### src/rtl/ysyx_22040386_mem_arbiter.sv
// Shares one 64-bit memory port between IFU fetches and LSU loads/stores, one transaction in flight.
// Latency: grant at N, mem request from N+1, response pulse earliest at N+2 (same cycle as mem_rsp_valid).
// Backpressure: requesters wait on ready (only high in IDLE); memory backpressure holds the request in REQ.
module ysyx_22040386_mem_arbiter #(
  parameter int unsigned STARVE_LIMIT = 4
) (
  input  logic        i_ARB_clk,
  input  logic        i_ARB_rst_n,
  input  logic        i_ARB_if_valid,
  input  logic [63:0] i_ARB_if_addr,
  output logic        o_ARB_if_ready,
  output logic        o_ARB_if_rsp_valid,
  output logic [63:0] o_ARB_if_rdata,
  input  logic        i_ARB_ls_valid,
  input  logic        i_ARB_ls_wen,
  input  logic [63:0] i_ARB_ls_addr,
  input  logic [63:0] i_ARB_ls_wdata,
  input  logic [7:0]  i_ARB_ls_wmask,
  output logic        o_ARB_ls_ready,
  output logic        o_ARB_ls_rsp_valid,
  output logic [63:0] o_ARB_ls_rdata,
  output logic        o_ARB_mem_req_valid,
  input  logic        i_ARB_mem_req_ready,
  output logic        o_ARB_mem_wen,
  output logic [63:0] o_ARB_mem_addr,
  output logic [63:0] o_ARB_mem_wdata,
  output logic [7:0]  o_ARB_mem_wmask,
  input  logic        i_ARB_mem_rsp_valid,
  input  logic [63:0] i_ARB_mem_rdata,
  output logic        o_ARB_busy
);

  typedef enum logic [1:0] {IDLE, REQ, RESP} state_t;
  typedef enum logic [1:0] {OWN_NONE, OWN_IF, OWN_LS} owner_t;

  localparam logic [3:0] LIMIT = 4'(STARVE_LIMIT);

  state_t      state;
  owner_t      owner;
  logic [3:0]  starve;
  logic        wen_q;
  logic [63:0] addr_q;
  logic [63:0] wdata_q;
  logic [7:0]  wmask_q;
  logic [63:0] if_rdata_q;
  logic [63:0] ls_rdata_q;

  logic idle;
  logic force_if;
  logic grant_ls;
  logic grant_if;
  logic rsp_fire;

  // Readies are gated by reset so every output is low while reset is held.
  assign idle     = (state == IDLE) && i_ARB_rst_n;
  assign force_if = i_ARB_if_valid && (starve == LIMIT);
  assign grant_ls = idle && i_ARB_ls_valid && !force_if;
  assign grant_if = idle && i_ARB_if_valid && !grant_ls;
  assign rsp_fire = (state == RESP) && i_ARB_mem_rsp_valid;

  assign o_ARB_if_ready     = grant_if;
  assign o_ARB_ls_ready     = grant_ls;
  assign o_ARB_if_rsp_valid = rsp_fire && (owner == OWN_IF);
  assign o_ARB_ls_rsp_valid = rsp_fire && (owner == OWN_LS);

  // Read data passes straight through on the response cycle, then holds.
  assign o_ARB_if_rdata = o_ARB_if_rsp_valid ? i_ARB_mem_rdata : if_rdata_q;
  assign o_ARB_ls_rdata = o_ARB_ls_rsp_valid ? (wen_q ? 64'h0 : i_ARB_mem_rdata) : ls_rdata_q;

  assign o_ARB_mem_req_valid = (state == REQ);
  assign o_ARB_mem_wen       = wen_q;
  assign o_ARB_mem_addr      = addr_q;
  assign o_ARB_mem_wdata     = wdata_q;
  assign o_ARB_mem_wmask     = wmask_q;
  assign o_ARB_busy          = (state != IDLE);

  always_ff @(posedge i_ARB_clk or negedge i_ARB_rst_n) begin
    if (!i_ARB_rst_n) begin
      state      <= IDLE;
      owner      <= OWN_NONE;
      starve     <= 4'd0;
      wen_q      <= 1'b0;
      addr_q     <= 64'h0;
      wdata_q    <= 64'h0;
      wmask_q    <= 8'h00;
      if_rdata_q <= 64'h0;
      ls_rdata_q <= 64'h0;
    end else begin
      case (state)
        IDLE: begin
          if (grant_ls) begin
            owner   <= OWN_LS;
            wen_q   <= i_ARB_ls_wen;
            addr_q  <= i_ARB_ls_addr;
            wdata_q <= i_ARB_ls_wdata;
            wmask_q <= i_ARB_ls_wen ? i_ARB_ls_wmask : 8'h00;
            state   <= REQ;
            // Only count LSU wins that actually made the IFU wait.
            if (i_ARB_if_valid)
              starve <= (starve >= LIMIT) ? LIMIT : starve + 4'd1;
            else
              starve <= 4'd0;
          end else if (grant_if) begin
            owner   <= OWN_IF;
            wen_q   <= 1'b0;
            addr_q  <= i_ARB_if_addr;
            wdata_q <= 64'h0;
            wmask_q <= 8'h00;
            starve  <= 4'd0;
            state   <= REQ;
          end
        end
        REQ: begin
          if (i_ARB_mem_req_ready)
            state <= RESP;
        end
        RESP: begin
          if (i_ARB_mem_rsp_valid) begin
            if (owner == OWN_IF)
              if_rdata_q <= i_ARB_mem_rdata;
            if (owner == OWN_LS)
              ls_rdata_q <= wen_q ? 64'h0 : i_ARB_mem_rdata;
            owner <= OWN_NONE;
            state <= IDLE;
          end
        end
        default: state <= IDLE;
      endcase
    end
  end

endmodule

### config.mk
export PLATFORM = sky130hd
export DESIGN_NAME = ysyx_22040386_mem_arbiter
export DESIGN_NICKNAME = d
export VERILOG_FILES = /design/src/rtl/ysyx_22040386_mem_arbiter.sv
export SDC_FILE = /design/constraint.sdc
export NUM_CORES = 1
export LEC_CHECK = 0
export ABC_AREA = 1
export CAP_MARGIN = 30
export CORE_AREA = 4 4 211 213
export CTS_CLUSTER_SIZE = 14
export DETAILED_ROUTE_END_ITERATION = 16
export DIE_AREA = 0 0 215 217
export RECOVER_POWER = 25
export SYNTH_ARGS = -nofsm -noshare
export SYNTH_HDL_FRONTEND = slang
export SYNTH_SLANG_ARGS = --single-unit
### constraint.sdc
create_clock -name i_ARB_clk -period 2.1 [get_ports i_ARB_clk]
set_input_delay 0.42 -clock i_ARB_clk [delete_from_list [all_inputs] [get_ports i_ARB_clk]]
set_output_delay 0.42 -clock i_ARB_clk [all_outputs]
set_load 0.05 [all_outputs]
==> flow_summary_export.csv <==
group,metric,value,unit
power_and_ir_drop,p_per_area,1710,nW/um2
layout,syn_to_final_growth,96.7,%
routing,via_count,12169,
flow_run,cap_violations,0,
floorplanning,fp.coreArea,42700,um2
sta,fmax,0.389,GHz
setup_path,path_cells,"inv_2, nand3_4, nor3_4, buf_12, clkbuf_16, clkbuf_16, nand3_1, o21ai_2, buf_12",
routing,drt-pass1-iter-count,5,
routing,viasPerCell,4.56,
sta,fin_crit_sh,122,%
routing,routedWlPerCell,18.4,um
run_status,violations,"negative setup slack",
place,dp_hpwl,33.1,mm
routing,wl,49.2,mm
synthesis,syn_avg_cell_area,8.39,um2
sta,fin_skew,0.0168,ns
floorplanning,io_pins,542,
place,portBuffers,541,
global_route,grt_overflow,0,
synthesis,synth_area,11700,um2
clocking,h-tree-depth,2,
clocking,cts_tree,"yes",
floorplanning,dieArea,46700,um2
routing,drc,0,
synthesis,yosysWarnings,0,
layout,drive_gt1_share,27.4,%
synthesis,synthTopCellsByArea,"dfrtp_1 58%, nand2_1 15%, o21ai_0 5.1%, inv_1 4.5%, nor2_1 4.2%",
clocking,cts_buffer_depth,3,
sta,drv_slew,0,
routing,drt-initial-drc-count,750,
setup_path,critical_path_buf_inv_count,5,
clocking,clkSlewWorstSetupHoldPaths,0.06,ns
sta,max_slew_margin,2.07,%
clocking,worst_skew_pair.late_latency,0.55,ns
synthesis,yosys_register_bits,273,
hold_path,hold_class,"primary input to register",
setup_path,end_kind,"output port",
setup_path,regToRegEndpoint,"o_ARB_mem_addr[55]",
setup_path,startpoint,"state[0]",
power_and_ir_drop,vdd_drop_max,0.00101,V
synthesis,syn_nets,1665,
clocking,root_buffer,"clkbuf_16",
setup_path,r2r_slack,0.07,ns
layout,fin_nets,2368,
layout,final_cell_area,23000,um2
sta,hold_viol_final,0,
global_route,grt_pass1_wl,69.6,mm
place,pre_cts_ws,-0.429,ns
clocking,cts_sinks,273,
setup_path,max_stage_delay,0.38,ns
setup_path,crit_end,"o_ARB_ls_rdata[52]",
global_route,grt_max_degree,139,
floorplanning,die_w,215,um
sta,fin_ws,-0.468,ns
sta,tns,-50.99,ns
setup_path,start_kind,"register",
setup_path,cpMaxStageDelayCell,"dfrtp_1",
global_route,grt_usage,18.8,%
global_route,antenna_found_initial,4,
sta,setup_viol,133,
sta,rsz0062_at_grt,"yes",
routing,ant_nets,0,
place,gp_congestion,0.873,
setup_path,cp_max_fo,7,
setup_path,critical_path_depth,9,
floorplanning,die_y,217,um
sta,hold_slack,0.415,ns
setup_path,r2r_cells,11,
run_status,status,"finished with violations",
power_and_ir_drop,leakage,0.0121,uW
setup_path,cp.arrival,2.15,ns
layout,utilization,53.8,%
hold_path,min-delay-start,"i_ARB_ls_wdata[38]",
synthesis,syn_inst,1392,
floorplanning,start_util,27.4,%
global_route,grt_pass1_vias,11961,
layout,mostFrequentLayoutCells,"411 x nand2_1, 273 x dfrtp_1, 269 x clkdlybuf4s50_1, 168 x buf_4, 149 x buf_12",
floorplanning,std_cell_rows,76,
synthesis,yosysSeqAreaShare,58.5,%
sta,fin_crit,2.57,ns
setup_path,critical-path-top-delay-family,"buffers and inverters",
clocking,cts-buffers-inserted,35,
synthesis,yosysTopAreaCellShare,58.5,%
place,postPlaceCellArea,19700,um2
setup_path,critPathRequiredTime,1.68,ns
synthesis,synth.distinct_cells,20,
layout,layout_commonest_cell,"nand2_1",
synthesis,yosys.area.top_type,"dfrtp_1",
setup_path,critPathKind,"register to output port",
setup_path,r2r-start,"state[1]",
sta,worstMarginPinSlew,1.47,ns
layout,n_fill_cell,3693,
==> final cells by class <==
cell class                 count  area [um2]  share of cell area [%]
timing repair buffer         751        9170                    39.9
sequential                   273        6830                    29.7
tap                          546         683                    2.97
antenna                        2        5.00                  0.0218
inverter                     140         526                    2.29
multi-input combinational    894        4610                    20.0
clock inverter                15         165                   0.719
clock buffer                  48        1000                    4.37
==> routing by layer <==
layer | vias to the layer above | share of wire, % | track usage (%)
met4 | 4 | 3.6 | 6.40
met3 | 113 | 8.9 | 6.72
li1 | 5728 | - | -
met5 | - | 0.043 | 0
met1 | 5821 | 39 | 22.6
met2 | 503 | 48 | 31.6
==> worst min-delay path: stages <==
cell and delay [ns]:
clkdlybuf4s50_1 0.40, nand2_1 0.06, nand2_1 0.05
==> cell families (layout without fill, tap and decap cells) <==
| logic type | after synthesis | count (layout) | synth area share, % |
|---|---|---|---|
| AOI/OAI and AO/OA | 138 | 138 | 6.08 |
| adders and majority gates | 2 | 2 | 0.214 |
| buffers and inverters | 225 | 954 | 8.02 |
| DFF | 273 | 273 | 58.5 |
| other | 0 | 2 | 0 |
| and+or+nand+nor | 754 | 754 | 27.2 |
==> power breakdown <==
part	switching, uW	leakage, uW	internal [uW]
clock network	2420	0.000587	3730
registers	963	0.00334	7600
logic	14800	0.00815	9700
total	18200	0.0121	21000
==> synth_stat cells <==
library cell / instances
inv_1: 139
nand2_1: 477
o21ai_1: 13
buf_4: 10
o21ai_2: 1
clkbuf_1: 31
nor2_1: 131
nor3_2: 1
nor2_2: 3
nand3_1: 78
o21ai_0: 120
a21oi_4: 1
o22ai_1: 2
ha_1: 2
nand3b_1: 63
dfrtp_1: 273
buf_2: 44
inv_2: 1
nand2_2: 1
o31ai_1: 1
==> state kept, by name, indices dropped and copies added (netlist names) <==
register	cells
if_rdata_q	64
o_ARB_mem_addr	64
owner	2
state	2
o_ARB_mem_wen	1
o_ARB_mem_wmask	8
starve	4
ls_rdata_q	64
o_ARB_mem_wdata	64
==> worst min path at each step <==
stage                     slack, ns  depth (start not counted)                  end
final                          0.42                          3  o_ARB_mem_wdata[38]
after global routing           0.41                          3  o_ARB_mem_wdata[41]
after CTS                      0.03                          2        o_ARB_mem_wen
after detailed placement       0.25                          1            starve[0]
after global placement         0.24                          1            starve[2]
after floorplan                0.12                          0        if_rdata_q[0]
==> metrics by stage <==
| stage | std cells | total power [uW] |
|---|---|---|
| global route | 2668 | 40800 |
| detailed placement | 2496 | 31400 |
| global placement | 2496 | 31200 |
| floorplan | 1392 | 20500 |
| finish | 2669 | 39200 |
| CTS | 2581 | 38400 |
==> timing repair <==
item,CTS,global route
gates cloned,1,16
setup buffers,20,71
pin swaps,5,9
hold buffers,1,0
endpoints found under the hold margin,31,0
setup endpoints to repair,252,253
gates resized for setup,151,212
Power figures use the tool's default switching activity.
